===== src/rtl/seg_display_arbiter_if.sv =====
// seg_display_arbiter_if: source requests/patterns in, selected pattern and grant status out
interface seg_display_arbiter_if;
    logic        tick;
    logic [2:0]  req;
    logic [31:0] pat0;
    logic [31:0] pat1;
    logic [31:0] pat2;
    logic [2:0]  blink_en;
    logic [31:0] out_patten;
    logic [2:0]  grant;
    logic        ack;
    logic        busy;

    modport master (
        output tick, req, pat0, pat1, pat2, blink_en,
        input  out_patten, grant, ack, busy
    );

    modport slave (
        input  tick, req, pat0, pat1, pat2, blink_en,
        output out_patten, grant, ack, busy
    );
endinterface


===== src/rtl/seg_display_arbiter.sv =====
// seg_display_arbiter: priority arbiter with hold time and blinking for the shared 7-segment display
module seg_display_arbiter #(
    parameter int HOLD_TICKS  = 3,
    parameter int BLINK_TICKS = 2
) (
    input logic                  CP,
    input logic                  RST_N,
    seg_display_arbiter_if.slave bus
);
    typedef enum logic [1:0] {BG, HOLD, RUN} state_t;

    localparam logic [7:0] HOLD_LOAD  = 8'(HOLD_TICKS);
    localparam logic [7:0] BLINK_LAST = 8'(BLINK_TICKS - 1);
    localparam state_t     GRANT_ST   = (HOLD_TICKS == 0) ? RUN : HOLD;

    state_t      state;
    state_t      state_nx;
    logic [2:0]  grant_nx;
    logic [7:0]  hold_cnt;
    logic [7:0]  hold_nx;
    logic [7:0]  blink_cnt;
    logic [7:0]  blink_nx;
    logic        phase;
    logic        phase_nx;
    logic        changed;
    logic [31:0] pat_sel;
    logic        unused_req0;

    assign unused_req0 = bus.req[0];

    // Grant/state decision: BG grants by priority, HOLD ignores requests, RUN preempts or releases
    always_comb begin
        state_nx = state;
        grant_nx = bus.grant;
        hold_nx  = hold_cnt;
        case (state)
            BG: begin
                if (bus.req[2] || bus.req[1]) begin
                    grant_nx = bus.req[2] ? 3'b100 : 3'b010;
                    state_nx = GRANT_ST;
                    hold_nx  = HOLD_LOAD;
                end
            end
            HOLD: begin
                if (bus.tick) begin
                    hold_nx = hold_cnt - 8'd1;
                    if (hold_cnt <= 8'd1)
                        state_nx = RUN;
                end
            end
            RUN: begin
                if (bus.grant[1] && bus.req[2]) begin
                    grant_nx = 3'b100;
                    state_nx = GRANT_ST;
                    hold_nx  = HOLD_LOAD;
                end else if (!(|(bus.req & bus.grant))) begin
                    if (bus.grant[2] ? bus.req[1] : bus.req[2]) begin
                        grant_nx = bus.grant[2] ? 3'b010 : 3'b100;
                        state_nx = GRANT_ST;
                        hold_nx  = HOLD_LOAD;
                    end else begin
                        grant_nx = 3'b001;
                        state_nx = BG;
                    end
                end
            end
            default: begin
                grant_nx = 3'b001;
                state_nx = BG;
            end
        endcase
    end

    // Blink phase tracking; a grant change restarts it visible and swallows a coincident tick
    always_comb begin
        changed  = grant_nx != bus.grant;
        blink_nx = blink_cnt;
        phase_nx = phase;
        if (changed) begin
            blink_nx = 8'd0;
            phase_nx = 1'b1;
        end else if (bus.tick) begin
            blink_nx = (blink_cnt >= BLINK_LAST) ? 8'd0 : blink_cnt + 8'd1;
            phase_nx = (blink_cnt >= BLINK_LAST) ? ~phase : phase;
        end
        pat_sel = grant_nx[2] ? bus.pat2 : grant_nx[1] ? bus.pat1 : bus.pat0;
    end

    // Registered state and outputs; output pattern follows the next grant for 1-cycle latency
    always_ff @(posedge CP or negedge RST_N) begin
        if (!RST_N) begin
            state          <= BG;
            hold_cnt       <= 8'd0;
            blink_cnt      <= 8'd0;
            phase          <= 1'b1;
            bus.grant      <= 3'b001;
            bus.ack        <= 1'b0;
            bus.busy       <= 1'b0;
            bus.out_patten <= 32'hFFFF_FFFF;
        end else begin
            state          <= state_nx;
            hold_cnt       <= hold_nx;
            blink_cnt      <= blink_nx;
            phase          <= phase_nx;
            bus.grant      <= grant_nx;
            bus.ack        <= changed && !grant_nx[0];
            bus.busy       <= state_nx == HOLD;
            bus.out_patten <= (|(bus.blink_en & grant_nx) && !phase_nx) ? 32'hFFFF_FFFF : pat_sel;
        end
    end
endmodule


===== src/flat_wrapper.sv =====
// flat-port wrapper written by rule: the top's interface ports become plain ports
module seg_display_arbiter_flat 
#(
    parameter int HOLD_TICKS  = 3,
    parameter int BLINK_TICKS = 2
)
  (CP, RST_N, bus_tick, bus_req, bus_pat0, bus_pat1, bus_pat2, bus_blink_en, bus_out_patten, bus_grant, bus_ack, bus_busy);
  seg_display_arbiter_if bus_i ();
  input logic CP;
  input logic RST_N;
  input wire logic [$bits(bus_i.tick)-1:0] bus_tick;
  input wire logic [$bits(bus_i.req)-1:0] bus_req;
  input wire logic [$bits(bus_i.pat0)-1:0] bus_pat0;
  input wire logic [$bits(bus_i.pat1)-1:0] bus_pat1;
  input wire logic [$bits(bus_i.pat2)-1:0] bus_pat2;
  input wire logic [$bits(bus_i.blink_en)-1:0] bus_blink_en;
  output wire logic [$bits(bus_i.out_patten)-1:0] bus_out_patten;
  output wire logic [$bits(bus_i.grant)-1:0] bus_grant;
  output wire logic [$bits(bus_i.ack)-1:0] bus_ack;
  output wire logic [$bits(bus_i.busy)-1:0] bus_busy;
  assign bus_i.tick = bus_tick;
  assign bus_i.req = bus_req;
  assign bus_i.pat0 = bus_pat0;
  assign bus_i.pat1 = bus_pat1;
  assign bus_i.pat2 = bus_pat2;
  assign bus_i.blink_en = bus_blink_en;
  assign bus_out_patten = bus_i.out_patten;
  assign bus_grant = bus_i.grant;
  assign bus_ack = bus_i.ack;
  assign bus_busy = bus_i.busy;
  seg_display_arbiter #(.HOLD_TICKS(HOLD_TICKS), .BLINK_TICKS(BLINK_TICKS)) u_core (.CP(CP), .RST_N(RST_N), .bus(bus_i));
endmodule

===== config.mk =====
export PLATFORM = sky130hd
export DESIGN_NAME = seg_display_arbiter_flat
export DESIGN_NICKNAME = d
export VERILOG_FILES = /design/src/rtl/seg_display_arbiter_if.sv /design/src/rtl/seg_display_arbiter.sv /design/src/flat_wrapper.sv
export SDC_FILE = /design/constraint.sdc
export NUM_CORES = 1
export LEC_CHECK = 0
export CORE_ASPECT_RATIO = 1.75
export CORE_MARGIN = 4
export CORE_UTILIZATION = 45
export CTS_BUF_LIST = sky130_fd_sc_hd__clkbuf_8
export DETAILED_ROUTE_END_ITERATION = 12
export HOLD_SLACK_MARGIN = 0.08
export PLACE_DENSITY = 0.88
export SYNTH_ARGS = -nofsm -noshare
export SYNTH_HDL_FRONTEND = slang
export SYNTH_SLANG_ARGS = --single-unit

===== constraint.sdc =====
create_clock -name CP -period 6.5 [get_ports CP]
set_clock_uncertainty 0.15 [all_clocks]
set_input_delay 1.3 -clock CP [delete_from_list [all_inputs] [get_ports CP]]
set_output_delay 1.3 -clock CP [all_outputs]
set_load 0.005 [all_outputs]

==> results of run 1 <==
==> cell usage after synthesis, types with 5 or more instances <==
cell      instances  area, µm²
dfstp_2          34        893
a21oi_1           9       45.0
o21ai_0          13       65.1
nand3_1           5       25.0
dfrtp_1          22        551
ha_1              5       62.6
nor2_1           12       45.0
mux2i_1          34        340
inv_1             6       22.5
nor3_1            6       30.0
nor2_2            6       37.5
o211ai_2         30        375
buf_2             9       45.0
nand2_1          48        180
clkbuf_1          7       26.3
==> cell usage in the layout, fill, tap and decap left out, types with 2 or more instances in the layout <==
cell type,synthesis,routed
o211ai_1,4,4
nor3b_1,3,3
and2_1,2,2
buf_4,4,4
xor2_1,4,4
o32ai_1,2,2
dfstp_2,34,34
nand3_1,5,5
mux2i_1,34,34
o31ai_1,2,2
clkinv_2,0,2
nor2_2,6,6
nand2b_1,3,3
a22o_1,2,2
nor2b_1,3,3
a41o_1,2,2
or2_2,2,2
clkdlybuf4s50_1,0,140
nand2_1,48,48
a32oi_1,2,2
clkbuf_8,0,6
a21oi_1,9,9
o21ai_0,13,13
dfrtp_1,22,22
inv_1,6,6
nor3_1,6,6
ha_1,5,5
xnor2_1,3,3
o211ai_2,30,30
nor2_1,12,12
==> power by group <==
part | leakage [µW] | switching [µW] | total (µW) | internal (µW)
combinational | 0.00122 | 496 | 1020 | 525
sequential | 0.000635 | 94.9 | 663 | 569
clock | 0.0000510 | 113 | 198 | 85.4
total | 0.00191 | 703 | 1880 | 1180
==> routing by layer <==
metal / wire [µm] / global-route usage [%] / up-vias
li1: - / - / 1397
met1: 3170 / 22.1 / 1419
met2: 5380 / 42.2 / 156
met4: 408 / 9.52 / 0
met3: 824 / 6.56 / 30
met5: 0 / 0 / -
==> critical path: stages <==
cell	delay, ns
clkdlybuf4s50_1	0.76
nand2_1	0.18
a311o_1	0.42
o221ai_4	0.16
buf_4	0.63
a22o_1	0.27
o211ai_4	0.08
buf_4	0.30
o211ai_1	0.15
==> logic make-up after synthesis <==
kind of cell    synth area share, %
compound gates                 24.0
xor+xnor                       1.83
fa+ha+maj                      1.86
buf+inv                        4.81
flops                          43.0
mux                            10.1
simple gates                   14.4
==> per-stage QoR <==
stage	hold WS [ns]	utilization (%)	instance area, µm²	std cells
after floorplan	0.292	-	3360	314
after global placement	0.315	66.2	4790	522
after detailed placement	0.323	66.2	4790	522
after CTS	0.336	67.5	4880	530
after global routing	0.371	67.5	4880	530
final	0.335	67.5	4880	530
==> worst paths after layout <==
check                                    from                       end
setup / recovery                   bus_req[2]  u_core.bus.out_patten[0]
hold / removal             u_core.hold_cnt[6]        u_core.hold_cnt[6]
setup reg to reg              u_core.state[1]  u_core.bus.out_patten[0]
hold reg to reg            u_core.hold_cnt[6]        u_core.hold_cnt[6]
max in group asynchronous               RST_N        u_core.hold_cnt[0]
min in group asynchronous               RST_N           u_core.bus.busy
==> cell type report <==
class / instances / area, µm² / share of cell area, %
clock inverters: 2 / 10.0 / 0.205
clock buffers: 6 / 82.6 / 1.69
multi-input cells: 228 / 1770 / 36.3
flip-flops and latches: 56 / 1440 / 29.6
inverters: 7 / 26.3 / 0.538
well taps: 86 / 108 / 2.21
repair buffers: 145 / 1440 / 29.4
==> flip-flops by register name (all words and copies together), names as in the netlist <==
signal,count
u_core.hold_cnt,8
u_core.bus.grant,3
u_core.blink_cnt,8
u_core.bus.busy,1
u_core.state,2
u_core.phase,1
u_core.bus.out_patten,32
u_core.bus.ack,1
==> impl_metrics.tcl, run 1 <==
set metrics [dict create \
    status "finished clean" \
    routed_wl_mm 9.78 \
    vias 3002 \
    io_pins 142 \
    final_max_slew_viol_count 0 \
    fin_crit_ns 4.21 \
    synth_seq_area_share_pct 43.0 \
    synth.cell_area_um2 3360 \
    whs_path_depth 1 \
    rows 41 \
    nNetsFinal 553 \
    min_period_over_period_pct 64.7 \
    ys_ff_latch 56 \
    grt_setup_unrepaired "no" \
    rrSetupSlack_ns 3.28 \
    worstSetupEndpointType "register" \
    start_kind "primary input" \
    antenna_left 0 \
    power_uw 1880 \
    ff2ff_path_depth 8 \
    cts_sinks 56 \
    overflow 0 \
    drive_above_1_share_pct 21.4 \
    ir_drop_v 0.000190 \
    drt_iter0_drc 361 \
    diodes 0 \
    synthesis.nets 424 \
    relSlewSlack_pct 53.4 \
    ys_warn_count 0 \
    dieHeight_um 122 \
    async_reset_ff_share_pct 100 \
    cts_setup_buffers 0 \
    worst_pin_slew_ns 0.689 \
    maxCapViolCount 0 \
    syn_area_per_cell_um2 10.7 \
    worstPathArrival_ns 4.29 \
    fmax_mhz 238 \
    antenna_found_initial 0 \
    htreeDepth 2 \
    die-width_um 73.3 \
    p_leak_uw 0.00191 \
    critical_path_required_ns 6.58 \
    grt_max_degree 59 \
    drc_errors 0 \
    synth_cells 314 \
    cts_tree "done" \
    ys.flop_type "dfstp_2" \
    dr.pass1.iters 5 \
    initial_core_util_pct 46.4 \
    synth-edff-count 0 \
    dp_hpwl_mm 7.67 \
    clk_pin_slew_worst_paths_ns 0.10 \
    cts_buffers 5 \
    path_class "primary input to register" \
    syn_to_final_growth_pct 45.3 \
    pre_cts_ws_ns 2.00 \
    setup_viol 0 \
    grt_usage_pct 22.5 \
    critPathMaxFanout 58 \
    insertion_delay_ns 0.31 \
    hold_violations 0 \
    wl_per_cell_um 18.4 \
    layout_setup_ws_ns 2.29 \
    grt_pass1_vias 3152 \
    fill_cells 547 \
    cts_resized 0 \
    io_buffers 141 \
    root_buffer "clkbuf_8" \
    hold_path_class "register to register" \
    yosysUniqueCellTypes 56 \
    coreArea_um2 7230 \
    cts_hold_buf 0 \
    cts_buffer_depth 2 \
    dieArea_um2 8960 \
    viasPerCell 5.66 \
    gp_congestion 0.882 \
    pwr_density_cell_nw_per_um2 386 \
    tns_ns 0 \
    grt_pass1_wl_mm 15.4 \
]
Note: power is estimated with default switching activity, not from simulation.
==> run 2, diff against run 1 <==
--- a/config.mk
+++ b/config.mk
@@ -7,11 +7,11 @@
 export LEC_CHECK = 0
 export CORE_ASPECT_RATIO = 1.75
 export CORE_MARGIN = 4
-export CORE_UTILIZATION = 45
+export CORE_UTILIZATION = 44
 export CTS_BUF_LIST = sky130_fd_sc_hd__clkbuf_8
 export DETAILED_ROUTE_END_ITERATION = 12
 export HOLD_SLACK_MARGIN = 0.08
-export PLACE_DENSITY = 0.88
+export PLACE_DENSITY = 0.86
 export SYNTH_ARGS = -nofsm -noshare
 export SYNTH_HDL_FRONTEND = slang
 export SYNTH_SLANG_ARGS = --single-unit
==> constraint.sdc (replaced) <==
create_clock -name CP -period 4.2 [get_ports CP]
set_clock_uncertainty 0.15 [all_clocks]
set_input_delay 0.84 -clock CP [delete_from_list [all_inputs] [get_ports CP]]
set_output_delay 0.84 -clock CP [all_outputs]
set_load 0.005 [all_outputs]
==> impl_metrics.tcl, run 2 (synthesis results as in run 1) <==
set metrics [dict create \
    dieHeight_um 124 \
    grt_setup_unrepaired "no" \
    grt_pass1_wl_mm 14.7 \
    insertion_delay_ns 0.32 \
    routed_wl_mm 9.51 \
    coreArea_um2 7340 \
    critPathMaxFanout 18 \
    setup_viol 0 \
    start_kind "primary input" \
    viasPerCell 5.52 \
    stdcell_count 531 \
    grt_usage_pct 21.3 \
    path_cells "clkdlybuf4s50_1, nor2b_1, a32oi_1, o41ai_1, a2111oi_4, o211ai_4, buf_12, o211ai_1" \
    wl_met3_um 706 \
    drt_iter0_drc 200 \
    drive_above_1_share_pct 20.9 \
    largest_register_ffs 32 \
    io_pins 142 \
    fmax_mhz 300 \
    dieArea_um2 9150 \
    cts_buffers 5 \
    mostFrequentLayoutCells "clkdlybuf4s50_1 (140), nand2_1 (48), mux2i_1 (34), dfstp_2 (34), o211ai_2 (30)" \
    antenna_left 0 \
    final_common_cell "clkdlybuf4s50_1" \
    cts_tree "done" \
    maxCapViolCount 0 \
    path_class "primary input to register" \
    gp_congestion 0.928 \
    slowest_stage "clkdlybuf4s50_1" \
    root_buffer "clkbuf_8" \
    overflow 0 \
    io_buffers 141 \
    min_period_over_period_pct 79.3 \
    tns_ns 0 \
    initial_core_util_pct 45.8 \
    timing.rr.end "u_core.bus.out_patten[31]" \
    pre_cts_ws_ns 0.526 \
    critical_path_required_ns 4.27 \
    top_layer_used "met4" \
    postPlaceCellArea_um2 4810 \
    dp_hpwl_mm 7.65 \
    cts_setup_buffers 0 \
    max_stage_delay_ns 0.77 \
    clk_pin_slew_worst_paths_ns 0.10 \
    hold_violations 0 \
    worstPathArrival_ns 3.41 \
    status "finished clean" \
    cts_hold_buf 0 \
    max_flop_register "u_core.bus.out_patten" \
    rrSetupSlack_ns 1.28 \
    grt_max_degree 44 \
    diodes 0 \
    grt_pass1_vias 3101 \
    dp.cells 523 \
    r2r_start "u_core.blink_cnt[0]" \
    die-width_um 74.0 \
    cts_sinks 56 \
    hold_path_class "primary input to async pin" \
    relSlewSlack_pct 52.4 \
    final_max_slew_viol_count 0 \
    design_area_um2 4890 \
    pwr_density_cell_nw_per_um2 592 \
    drc_errors 0 \
    layout_setup_ws_ns 0.869 \
    cts_resized 0 \
    wl_per_cell_um 17.9 \
    syn_to_final_growth_pct 45.5 \
    worst_pin_slew_ns 0.705 \
    htreeDepth 2 \
    rows 41 \
    worstSetupEndpointType "register" \
    nNetsFinal 554 \
    power_uw 2890 \
    wl_met1_mm 2.99 \
    ff2ff_path_depth 8 \
    p_leak_uw 0.00192 \
    dr.pass1.iters 4 \
    fin_crit_ns 3.33 \
    ir_drop_v 0.000347 \
    largest_registers "u_core.bus.out_patten x32, u_core.blink_cnt x8, u_core.hold_cnt x8" \
    wl_met2_mm 5.47 \
    cts_buffer_depth 2 \
    antenna_found_initial 0 \
    vias 2931 \
]
==> run 2: where the power goes <==
group          leakage (µW)  internal, µW  switching [µW]  total (µW)
logic               0.00124           829             753        1580
clock network     0.0000482           112             172         284
registers          0.000635           879             147        1030
total               0.00192          1820            1070        2890
==> run 2: critical path: cells and delay by family <==
kind,cells,cell delay (ns)
buffers and inverters,2,1.02
AOI/OAI and AO/OA,5,1.30
and+or+nand+nor,1,0.23
==> run 2: metal layers <==
| metal | GRT usage, % | up-vias |
|---|---|---|
| li1 | - | 1399 |
| met1 | 19.1 | 1376 |
| met5 | 0 | - |
| met4 | 9.52 | 0 |
| met2 | 41.2 | 129 |
| met3 | 7.11 | 27 |
==> run 2: worst max-delay path by stage <==
stage	start	end	slack, ns	cells past startpoint
global route	bus_req[2]	u_core.bus.out_patten[0]	0.70	8
global placement	bus_req[2]	u_core.bus.out_patten[31]	0.54	8
finish	bus_req[2]	u_core.bus.out_patten[31]	0.87	8
CTS	bus_req[2]	u_core.bus.out_patten[31]	0.86	8
detailed placement	bus_req[2]	u_core.bus.out_patten[31]	0.53	8
floorplan	bus_req[1]	u_core.blink_cnt[1]	1.52	8
==> run 2: metrics by stage <==
stage	hold WS, ns	utilization, %
2_1_floorplan	0.292	-
3_3_place_gp	0.312	65.5
3_5_place_dp	0.325	65.5
6_report	0.324	66.6
4_1_cts	0.328	66.6
5_1_grt	0.341	66.6
==> run 2: area by class of cell <==
| cell class | instances | area, µm² |
|---|---|---|
| Clock buffer | 5 | 68.8 |
| Clock inverter | 3 | 11.3 |
| Fill cell | 592 | 2450 |
| Inverter | 7 | 26.3 |
| Multi-Input combinational cell | 228 | 1770 |
| Sequential cell | 56 | 1440 |
| Tap cell | 86 | 108 |
| Timing Repair Buffer | 146 | 1460 |
==> run 3, diff against run 2 <==
--- a/config.mk
+++ b/config.mk
@@ -7,11 +7,11 @@
 export LEC_CHECK = 0
 export CORE_ASPECT_RATIO = 1.75
 export CORE_MARGIN = 4
-export CORE_UTILIZATION = 44
+export CORE_UTILIZATION = 40
 export CTS_BUF_LIST = sky130_fd_sc_hd__clkbuf_8
 export DETAILED_ROUTE_END_ITERATION = 12
 export HOLD_SLACK_MARGIN = 0.08
-export PLACE_DENSITY = 0.86
+export PLACE_DENSITY = 0.83
 export SYNTH_ARGS = -nofsm -noshare
 export SYNTH_HDL_FRONTEND = slang
 export SYNTH_SLANG_ARGS = --single-unit
==> constraint.sdc (replaced) <==
create_clock -name CP -period 3.05 [get_ports CP]
set_clock_uncertainty 0.15 [all_clocks]
set_input_delay 0.61 -clock CP [delete_from_list [all_inputs] [get_ports CP]]
set_output_delay 0.61 -clock CP [all_outputs]
set_load 0.005 [all_outputs]
==> impl_metrics.tcl, run 3 (synthesis results as in run 1) <==
set metrics [dict create \
    status "finished clean" \
    path_class "primary input to register" \
    drc_errors 0 \
    grt_pass1_vias 3183 \
    grt_usage_pct 19.8 \
    antenna_left 0 \
    diodes 0 \
    setup_viol 0 \
    nNetsFinal 574 \
    mostFrequentLayoutCells "clkdlybuf4s50_1 (140), nand2_1 (48), mux2i_1 (34), dfstp_2 (34), o211ai_2 (30)" \
    fin_util_pct 61.8 \
    largest_registers "u_core.bus.out_patten x32, u_core.blink_cnt x8, u_core.hold_cnt x8" \
    overflow 0 \
    multiInputGateArea_um2 1770 \
    hold_violations 0 \
    final_common_cell "clkdlybuf4s50_1" \
    io_buffers 141 \
    cts_buffer_depth 2 \
    cts_buffers 5 \
    drt_iter0_drc 158 \
    io_pins 142 \
    relSlewSlack_pct 49.2 \
    cts_resized 0 \
    hold_slack_ns 0.171 \
    worst_pin_slew_ns 0.752 \
    fmax_mhz 368 \
    maxCapViolCount 0 \
    grt_max_degree 57 \
    dieArea_um2 9980 \
    htreeDepth 2 \
    critPathMaxFanout 6 \
    dieHeight_um 129 \
    min_period_over_period_pct 89.1 \
    cts_hold_buf 0 \
    gp_congestion 0.938 \
    dp_hpwl_mm 7.83 \
    rows 44 \
    initial_core_util_pct 40.7 \
    antenna_found_initial 0 \
    cts_sinks 56 \
    grt_setup_unrepaired "no" \
    start_kind "primary input" \
    tns_ns 0 \
    fin_crit_ns 2.72 \
    cts_tree "done" \
    syn_to_final_growth_pct 52.1 \
    final_max_slew_viol_count 0 \
    worstPathArrival_ns 2.83 \
    wl_per_cell_um 17.6 \
    insertion_delay_ns 0.32 \
    clk_pin_slew_worst_paths_ns 0.10 \
    viasPerCell 5.33 \
    coreArea_um2 8260 \
    register_area_um2 1440 \
    critical_path_required_ns 3.16 \
    root_buffer "clkbuf_8" \
    drive_above_1_share_pct 24.7 \
    max_flop_register "u_core.bus.out_patten" \
    die-width_um 77.3 \
    pwr_density_cell_nw_per_um2 819 \
    routed_wl_mm 9.79 \
    grt_pass1_wl_mm 15.5 \
    vias 2969 \
    largest_register_ffs 32 \
    p_leak_uw 0.00204 \
    fill_cells 675 \
    cts_setup_buffers 0 \
    hold_path_class "primary input to async pin" \
    ir_drop_v 0.000437 \
    worstSetupEndpointType "register" \
    dr.pass1.iters 4 \
]
[run 3: stage by stage]
step | power, µW | worst slack, ns | std cells | area, µm²
floorplan | 2710 | 0.596 | 314 | 3360
global placement | 3710 | 0.0248 | 549 | 5010
detailed placement | 3790 | 0.00847 | 549 | 5010
CTS | 4230 | 0.343 | 557 | 5110
global route | 4470 | 0.176 | 557 | 5110
finish | 4180 | 0.334 | 557 | 5110
[run 3: final timing paths]
kind | cells past startpoint | to | start | slack [ns]
max in group asynchronous | 2 | u_core.bus.out_patten[16] | RST_N | 1.90
hold reg to reg | 1 | u_core.hold_cnt[6] | u_core.hold_cnt[6] | 0.34
hold / removal | 1 | u_core.state[0] | RST_N | 0.17
setup / recovery | 9 | u_core.blink_cnt[1] | bus_req[0] | 0.33
setup reg to reg | 8 | u_core.bus.out_patten[31] | u_core.blink_cnt[0] | 0.40
min in group CP | 1 | u_core.hold_cnt[6] | u_core.hold_cnt[6] | 0.34
[run 3: critical path, cell delays in order]
cell and delay (ns):
clkdlybuf4s50_1 0.55, buf_4 0.14, a21oi_2 0.06, a41o_1 0.23, a41o_1 0.21, or2_1 0.23, or4b_1 0.49, buf_4 0.19
nor2_2 0.11
[run 3: final cells by class]
| class | count | share of cell area [%] |
|---|---|---|
| inverters | 7 | 0.514 |
| clock inverters | 2 | 0.196 |
| clock buffers | 6 | 1.62 |
| multi-input cells | 228 | 34.7 |
| well taps | 92 | 2.25 |
| repair buffers | 166 | 32.4 |
| flip-flops and latches | 56 | 28.3 |
[run 3: power by group]
| part | switching (µW) | internal (µW) | total (µW) | leakage (µW) |
|---|---|---|---|---|
| sequential | 209 | 1210 | 1420 | 0.000635 |
| clock | 251 | 183 | 434 | 0.0000529 |
| combinational | 1070 | 1260 | 2330 | 0.00135 |
[run 3: metal layers]
layer,up-vias,GRT usage (%),share of wire [%]
met5,-,0,0
met4,0,9.01,3.6
met3,22,4.03,5.3
met2,91,37.2,56
met1,1412,21.0,35
li1,1444,-,-
